==> config.mk <==
export PLATFORM = sky130hd
export DESIGN_NAME = iomem_arbiter
export DESIGN_NICKNAME = d
export VERILOG_FILES = /design/src/rtl/iomem_pkg.sv /design/src/rtl/iomem_arbiter.sv
export SDC_FILE = /design/constraint.sdc
export NUM_CORES = 1
export LEC_CHECK = 0
export ABC_AREA = 1
export BUFFER_PORTS_ARGS = -buffer_cell sky130_fd_sc_hd__buf_2
export CAP_MARGIN = 10
export CORE_AREA = 2 2 107 109
export DETAILED_ROUTE_END_ITERATION = 8
export DIE_AREA = 0 0 109 111
export PLACE_DENSITY = 0.67
export SLEW_MARGIN = 20
export SYNTH_ARGS = -nofsm -noshare
export SYNTH_HDL_FRONTEND = slang
export SYNTH_SLANG_ARGS = --single-unit
==> constraint.sdc <==
create_clock -name clk -period 1.5 [get_ports clk]
set_input_delay 0.3 -clock clk [delete_from_list [all_inputs] [get_ports clk]]
set_output_delay 0.3 -clock clk [all_outputs]
set_load 0.02 [all_outputs]
==> src/rtl/iomem_pkg.sv <==
// Shared definitions for the two-master peripheral bus arbiter.
package iomem_pkg;

  typedef enum logic {
    ST_IDLE = 1'b0,
    ST_BUSY = 1'b1
  } state_e;

  localparam logic [31:0] ABORT_RDATA = 32'hFFFF_FFFF;

  function automatic logic [31:0] lane32(input logic [63:0] v, input logic sel);
    return sel ? v[63:32] : v[31:0];
  endfunction

  function automatic logic [3:0] lane4(input logic [7:0] v, input logic sel);
    return sel ? v[7:4] : v[3:0];
  endfunction

endpackage

==> src/rtl/iomem_arbiter.sv <==
// Two-master round-robin arbiter onto a single peripheral bus, with a per-transaction
// s_ready wait timeout that completes the master with all-ones data and an irq pulse.
module iomem_arbiter #(
  parameter int unsigned TIMEOUT = 255
) (
  input  logic        clk,
  input  logic        resetn,
  input  logic [1:0]  m_valid,
  output logic [1:0]  m_ready,
  input  logic [7:0]  m_wstrb,
  input  logic [63:0] m_addr,
  input  logic [63:0] m_wdata,
  output logic [31:0] m_rdata,
  output logic        s_valid,
  input  logic        s_ready,
  output logic [3:0]  s_wstrb,
  output logic [31:0] s_addr,
  output logic [31:0] s_wdata,
  input  logic [31:0] s_rdata,
  output logic        timeout_irq
);
  import iomem_pkg::*;

  // Handshake: a master holds m_valid[i] with stable fields until m_ready[i] pulses
  // for one cycle; the bus side completes on the cycle s_valid and s_ready are both high.

  localparam logic [15:0] CNT_LAST = 16'(TIMEOUT - 1);

  state_e      state_q, state_d;
  logic        g_q, g_d;
  logic        l_q, l_d;
  logic [15:0] cnt_q, cnt_d;

  always_ff @(posedge clk or negedge resetn) begin
    if (!resetn) begin
      state_q <= ST_IDLE;
      g_q     <= 1'b0;
      l_q     <= 1'b1;
      cnt_q   <= 16'd0;
    end else begin
      state_q <= state_d;
      g_q     <= g_d;
      l_q     <= l_d;
      cnt_q   <= cnt_d;
    end
  end

  always_comb begin
    state_d     = state_q;
    g_d         = g_q;
    l_d         = l_q;
    cnt_d       = cnt_q;
    m_ready     = 2'b00;
    m_rdata     = 32'd0;
    s_valid     = 1'b0;
    s_wstrb     = 4'd0;
    s_addr      = 32'd0;
    s_wdata     = 32'd0;
    timeout_irq = 1'b0;

    unique case (state_q)
      ST_IDLE: begin
        if (m_valid != 2'b00) begin
          // On a tie the master not served last wins, giving strict alternation.
          g_d     = (m_valid == 2'b11) ? ~l_q : m_valid[1];
          cnt_d   = 16'd0;
          state_d = ST_BUSY;
        end
      end

      ST_BUSY: begin
        s_valid = 1'b1;
        s_wstrb = lane4(m_wstrb, g_q);
        s_addr  = lane32(m_addr, g_q);
        s_wdata = lane32(m_wdata, g_q);
        if (!m_valid[g_q]) begin
          // Master withdrew its request: drop the transaction without a completion.
          state_d = ST_IDLE;
        end else if (s_ready) begin
          m_ready[g_q] = 1'b1;
          m_rdata      = s_rdata;
          l_d          = g_q;
          state_d      = ST_IDLE;
        end else if (cnt_q == CNT_LAST) begin
          m_ready[g_q] = 1'b1;
          m_rdata      = ABORT_RDATA;
          timeout_irq  = 1'b1;
          l_d          = g_q;
          state_d      = ST_IDLE;
        end else begin
          cnt_d = cnt_q + 16'd1;
        end
      end

      default: state_d = ST_IDLE;
    endcase
  end

endmodule
==> results of run 1 <==
## how the worst max path moves through the flow
stage	start	endpoint	slack [ps]
6_report	cnt_q[0]	m_rdata[14]	-590
4_1_cts	cnt_q[0]	m_rdata[0]	-560
3_5_place_dp	cnt_q[0]	m_rdata[31]	-310
3_3_place_gp	cnt_q[0]	m_rdata[0]	-300
5_1_grt	cnt_q[0]	m_rdata[14]	-680
2_1_floorplan	cnt_q[0]	m_rdata[10]	-180
## power groups by stage
stage          Combinational [mW]  Clock [mW]  Sequential, mW
3_3_place_gp                 5.82           0           0.669
4_1_cts                      10.2       0.570           0.674
2_1_floorplan                3.40           0           0.653
5_1_grt                      12.2       0.596           0.686
6_report                     11.7       0.562           0.678
3_5_place_dp                 5.80           0           0.668
## logic make-up (layout without fill, tap and decap cells)
group           Yosys count  after routing  synth area share
simple gates            336            336             0.553
flops                    19             19             0.181
buf+inv                  55            415            0.0999
xor+xnor                  6              6            0.0200
fa+ha+maj                 2              2           0.00951
other cells               0              2                 0
compound gates           71             71             0.137
## final cells by class
class | count | area (µm²) | area share
repair buffers | 388 | 3450 | 0.470
multi-input cells | 415 | 3060 | 0.416
flip-flops and latches | 19 | 479 | 0.0652
well taps | 143 | 179 | 0.0244
inverters | 23 | 93.8 | 0.0128
clock buffers | 4 | 78.8 | 0.0107
diodes | 2 | 5.00 | 0.000681
## sequential cells by signal, indices dropped and copies added (netlist names)
name and count:
cnt_q 16, g_q 1, l_q 1, state_q 1
## worst max-delay path, delay by kind of cell (launching register included)
kind	cells	cell delay [ps]
adder cells (fa/ha/maj)	1	130
buffers and inverters	3	390
flip-flops	1	380
AND/OR/NAND/NOR	6	620
## synth_stat cells, drive strengths merged, types with 5 or more instances
cell      n  area (µm²)
dfrtp    18         450
inv      21        81.3
nor2    223         941
buf      13        97.6
xor2      5        43.8
nand3    35         180
nand2    73         304
clkbuf   19        71.3
o21ai    71         359
## layer usage
layer  share of wire  up-vias  global-route usage  wire (µm)
li1                -     2272                   -          -
met1            0.37     2231               0.291       6780
met2            0.52      204               0.453       9510
met3           0.062       61              0.0376       1130
met4           0.046        0               0.104        834
met5               0        -                   0          0
## repair_timing
| action | in CTS | in global routing |
|---|---|---|
| resized for setup | 401 | 133 |
| setup endpoints to repair | 109 | 122 |
| setup buffers | 21 | 23 |
| pin swaps | 81 | 79 |
| cloned | 17 | 6 |
==> reports/qor.yml, run 1 <==
outcome:
  outcome: "complete, but fails checks"
  violations: "hold timing, setup timing"
worst_setup_path:
  arrival_ps: 1790
  start_kind: "register"
  crit_fanout: 7
  cp_slowest_cell: "dfrtp_1"
  r2r_slack_ps: -160
  crit_chain: "inv_2, ha_4, nand4_1, nor2_1, nand2_2, nand2_4, nand2_8, clkbuf_16, nor2_4, buf_6"
  criticalPathCategory: "reg2out"
  slowest_delay_ps: 380
  endpoint_kind: "output pin"
  r2r-start: "g_q"
  ff2ff_path_depth: 11
  worstPathRequired_ps: 1200
  r2r_end: "cnt_q[6]"
drt:
  drt_wl_total_mm: 18.3
  firstDrtPassIters: 4
  routed_via_density: 4.80
  via_count: 4768
  wire_per_inst_um: 18.4
  remaining_drc_errors: 0
  drtIter0Drc: 272
  ant_nets: 0
pwr:
  peakVddDrop_mv: 1.40
  power_mw: 13.0
  pwr-share-comb: 0.904
  intPower_mw: 6.64
  p_sw_frac: 0.489
  p_seq_frac: 0.052
  power.net_switching_mw: 6.34
  p_leak_nw: 3.48
  pwr_density_cell_nw_per_um2: 1770
  power_frac_clock: 0.043
clock_tree:
  hold_buffers: 0
  clockBufferDepth: 2
  clkSinkCount: 19
  clkTransAtPathRegs_ps: 60
  cts-root-buf: "clkbuf_16"
  cts_tree: "done"
  clock_latency_ps: 260
  numCtsBuffers: 3
  htree_levels: 1
sta:
  rsz0062_at_grt: "true"
  setup_viol: 121
  hold_viol: 16
  slew_violations: 0
  tightestPinTransition_ps: 457
  slew_headroom: 0.695
  fin_crit_ps: 2090
  fin_setup_tns_ps: -41510
  timing.final.crit_share: 1.39
  fmax_mhz: 479
  setup_slack_ps: -586
  fin_worst_skew_ps: 6.53
  holdWs_ps: -13.7
final_layout:
  area_delta_synth_final_pct: 179
  final_util: 0.663
  drive_gt1_frac: 0.726
  layout_commonest_cell: "buf_2"
  finalNonFillerCells: 994
  nFillCells: 858
  fin_area_um2: 7350
  layout_common_cells: "buf_2, nor2_1, buf_6"
  nets: 1025
logic_synthesis:
  ys_seq_area_frac: 0.181
  syn_inst: 489
  synth_edf_count: 0
  syn-cell-area_um2: 2630
  synth_seq_cells: 19
  yosysUniqueCellTypes: 28
  synthArstFlopShare: 1.00
  yosys_warnings: 0
  syn_avg_cell_area_um2: 5.38
  synthesis.nets: 664
  synth-main-ff-cell: "dfrtp_1"
placed_design:
  place_hpwl_mm: 10.3
  dp.cells: 937
  globalplace.congestion: 0.872
  place_area_um2: 4820
  port_buffers: 276
  post-place-ws_ps: -310
grt:
  grt_pass1_wl_mm: 23.9
  grt_antenna_before_repair: 2
  grt_max_degree: 34
  gr-usage-all-layers: 0.252
  grt_pass1_vias: 4430
  overflow: 0
floorplan:
  rows: 39
  pin_count: 277
  dieArea_um2: 12100
  die_w_um: 109
  initial_core_util: 0.237
  die_y_um: 111
  core_area_um2: 11100
flow_run:
  cap_violations: 0
hold_path:
  min-delay-path-class: "in2async"
No activity file was read; power rests on OpenSTA's default activity.
==> run 2: changes to the inputs <==
--- a/config.mk
+++ b/config.mk
@@ -8,10 +8,11 @@
 export ABC_AREA = 1
 export BUFFER_PORTS_ARGS = -buffer_cell sky130_fd_sc_hd__buf_2
 export CAP_MARGIN = 10
-export CORE_AREA = 2 2 107 109
+export CELL_PAD_IN_SITES_DETAIL_PLACEMENT = 1
+export CELL_PAD_IN_SITES_GLOBAL_PLACEMENT = 2
+export CORE_UTILIZATION = 13
 export DETAILED_ROUTE_END_ITERATION = 8
-export DIE_AREA = 0 0 109 111
-export PLACE_DENSITY = 0.67
+export PLACE_DENSITY = 0.83
 export SLEW_MARGIN = 20
 export SYNTH_ARGS = -nofsm -noshare
 export SYNTH_HDL_FRONTEND = slang
==> run 2 against run 1 <==
  * The run ends with setup timing left
  * Via count grew 1.1%
  * Clock power grew 2%
  * Sequential share of layout area shrank 0.24 points
  * Utilization shrank 28 points
  * First-iteration DRC count shrank 42%
  * Design area grew 3.8%
  * Clock-buffer cell count shrank 1
  * Worst setup slack gained 58 ps
  * Critical path type unchanged
==> reports/qor.yml, run 2 (synthesis results as in run 1) <==
drt:
  ant_nets: 0
  met2_length_mm: 11.6
  routed-wl-met3_mm: 1.29
  remaining_drc_errors: 0
  firstDrtPassIters: 4
  drtIter0Drc: 157
  drt_wl_total_mm: 21.5
  routed_via_density: 4.33
  wire_per_inst_um: 19.3
  via_count: 4822
  wl_met1_mm: 7.97
  top_layer_used: "met5"
final_layout:
  finalNonFillerCells: 1113
  nFillCells: 2350
  max_flop_register: "cnt_q"
  fin_area_um2: 7620
  nets: 1023
  multiInputGateArea_um2: 3090
  seq_area_um2: 479
  drive_gt1_frac: 0.745
  layout_commonest_cell: "buf_2"
  final_util: 0.388
  area_delta_synth_final_pct: 190
  layout_common_cells: "buf_2, nor2_1, buf_6"
  largest_register_ff_count: 16
pwr:
  pwr_density_cell_nw_per_um2: 1750
  peakVddDrop_mv: 0.616
  pwr-share-comb: 0.906
  power.net_switching_mw: 6.54
  p_seq_frac: 0.051
  intPower_mw: 6.81
  p_sw_frac: 0.490
  p_leak_nw: 3.51
  power_frac_clock: 0.043
worst_setup_path:
  endpoint_kind: "output pin"
  criticalPathCategory: "reg2out"
  arrival_ps: 1730
  cp_slowest_cell: "dfrtp_1"
  r2r_slack_ps: -90
  critPathTopFamily: "buffers and inverters"
  start_kind: "register"
  worstPathRequired_ps: 1200
  crit_chain: "inv_2, ha_4, nand4_1, nor2_2, nand2_2, nand2_4, buf_4, buf_6, nand3_2, inv_2, buf_6"
  ff2ff_path_depth: 12
  r2r-start: "g_q"
  path_buf_inv: 5
  crit_fanout: 2
  r2r_end: "cnt_q[13]"
  slowest_delay_ps: 400
sta:
  slew_headroom: 0.671
  fin_crit_ps: 2030
  fin_worst_skew_ps: 0.710
  timing.final.crit_share: 1.35
  fmax_mhz: 493
  rsz0062_at_grt: "true"
  setup_slack_ps: -528
  holdWs_ps: 0.750
  setup_viol: 120
  tightestPinTransition_ps: 494
  slew_violations: 0
  hold_viol: 0
clock_tree:
  cts_tree: "done"
  cts-root-buf: "clkbuf_16"
  htree_levels: 1
  clock_latency_ps: 250
  clkSinkCount: 19
  clkTransAtPathRegs_ps: 60
  hold_buffers: 0
  numCtsBuffers: 3
  clockBufferDepth: 2
grt:
  grt_max_degree: 23
  gr-usage-all-layers: 0.170
  overflow: 0
  grt_pass1_vias: 4761
  grt_pass1_wl_mm: 26.9
  grt_antenna_before_repair: 2
floorplan:
  rows: 51
  core_area_um2: 19700
  pin_count: 277
  dieArea_um2: 20800
  die_y_um: 144
  die_w_um: 144
  initial_core_util: 0.134
flow_run:
  cap_violations: 0
placed_design:
  globalplace.congestion: 0.801
  place_area_um2: 4900
  port_buffers: 276
  post-place-ws_ps: -314
  place_hpwl_mm: 12.3
  dp.cells: 1052
outcome:
  violations: "setup timing"
  outcome: "complete, but fails checks"
hold_path:
  min-delay-path-class: "in2async"
run 2: changes by cell type in the layout (fill, tap and decap cells not counted), moves of 7 or more:
cell | before | now
buf_12 | 17 | 27
buf_4 | 82 | 75
nor2_2 | 47 | 64
nor2_4 | 81 | 67
o21ai_4 | 21 | 29
run 2: area by class of cell:
type,count,share of cell area
inverter,23,0.0123
sequential,19,0.0629
clock inverter,1,0.000656
timing repair buffer,386,0.465
clock buffer,3,0.00985
antenna,1,0.000328
multi-input combinational,415,0.405
tap,265,0.0435
run 2: how the worst max path moves through the flow:
stage / cells past startpoint / slack (ps) / endpoint / from
2_1_floorplan: 9 / -180 / m_rdata[10] / cnt_q[0]
3_3_place_gp: 10 / -280 / m_rdata[0] / cnt_q[0]
3_5_place_dp: 10 / -310 / m_rdata[0] / cnt_q[0]
4_1_cts: 10 / -570 / m_rdata[3] / cnt_q[0]
5_1_grt: 10 / -610 / m_rdata[30] / cnt_q[0]
6_report: 11 / -530 / m_ready[1] / cnt_q[0]
run 2: worst register-to-register path, delay by kind of cell, from the launching register on:
| kind | cells | cell delay, ps |
|---|---|---|
| buf+inv | 5 | 580 |
| simple gates | 7 | 490 |
| flops | 1 | 460 |
run 2: power by group through the flow:
stage	Sequential, mW	Clock, mW	Combinational, mW
floorplan	0.653	0	3.40
global placement	0.659	0	5.69
detailed placement	0.660	0	5.74
CTS	0.674	0.580	10.6
global route	0.692	0.615	12.6
finish	0.681	0.576	12.1
run 2: repair_timing:
action                     4_1_cts  5_1_grt
setup endpoints to repair      120      122
setup buffers                   25       17
cloned                          21        5
resized for setup              396      166
pin swaps                      103       68
run 2: routing by layer:
layer / global-route usage / vias to the layer above
met4: 0.0271 / 2
met5: 0 / -
met1: 0.187 / 2347
met3: 0.0298 / 33
li1: - / 2267
met2: 0.338 / 173
run 2: stage by stage:
stage | setup TNS, ps | power [mW]
final | -40750 | 13.3
after global routing | -47200 | 13.9
after CTS | -39790 | 11.8
after detailed placement | -12060 | 6.40
after global placement | -10490 | 6.35
after floorplan | -5690 | 4.05
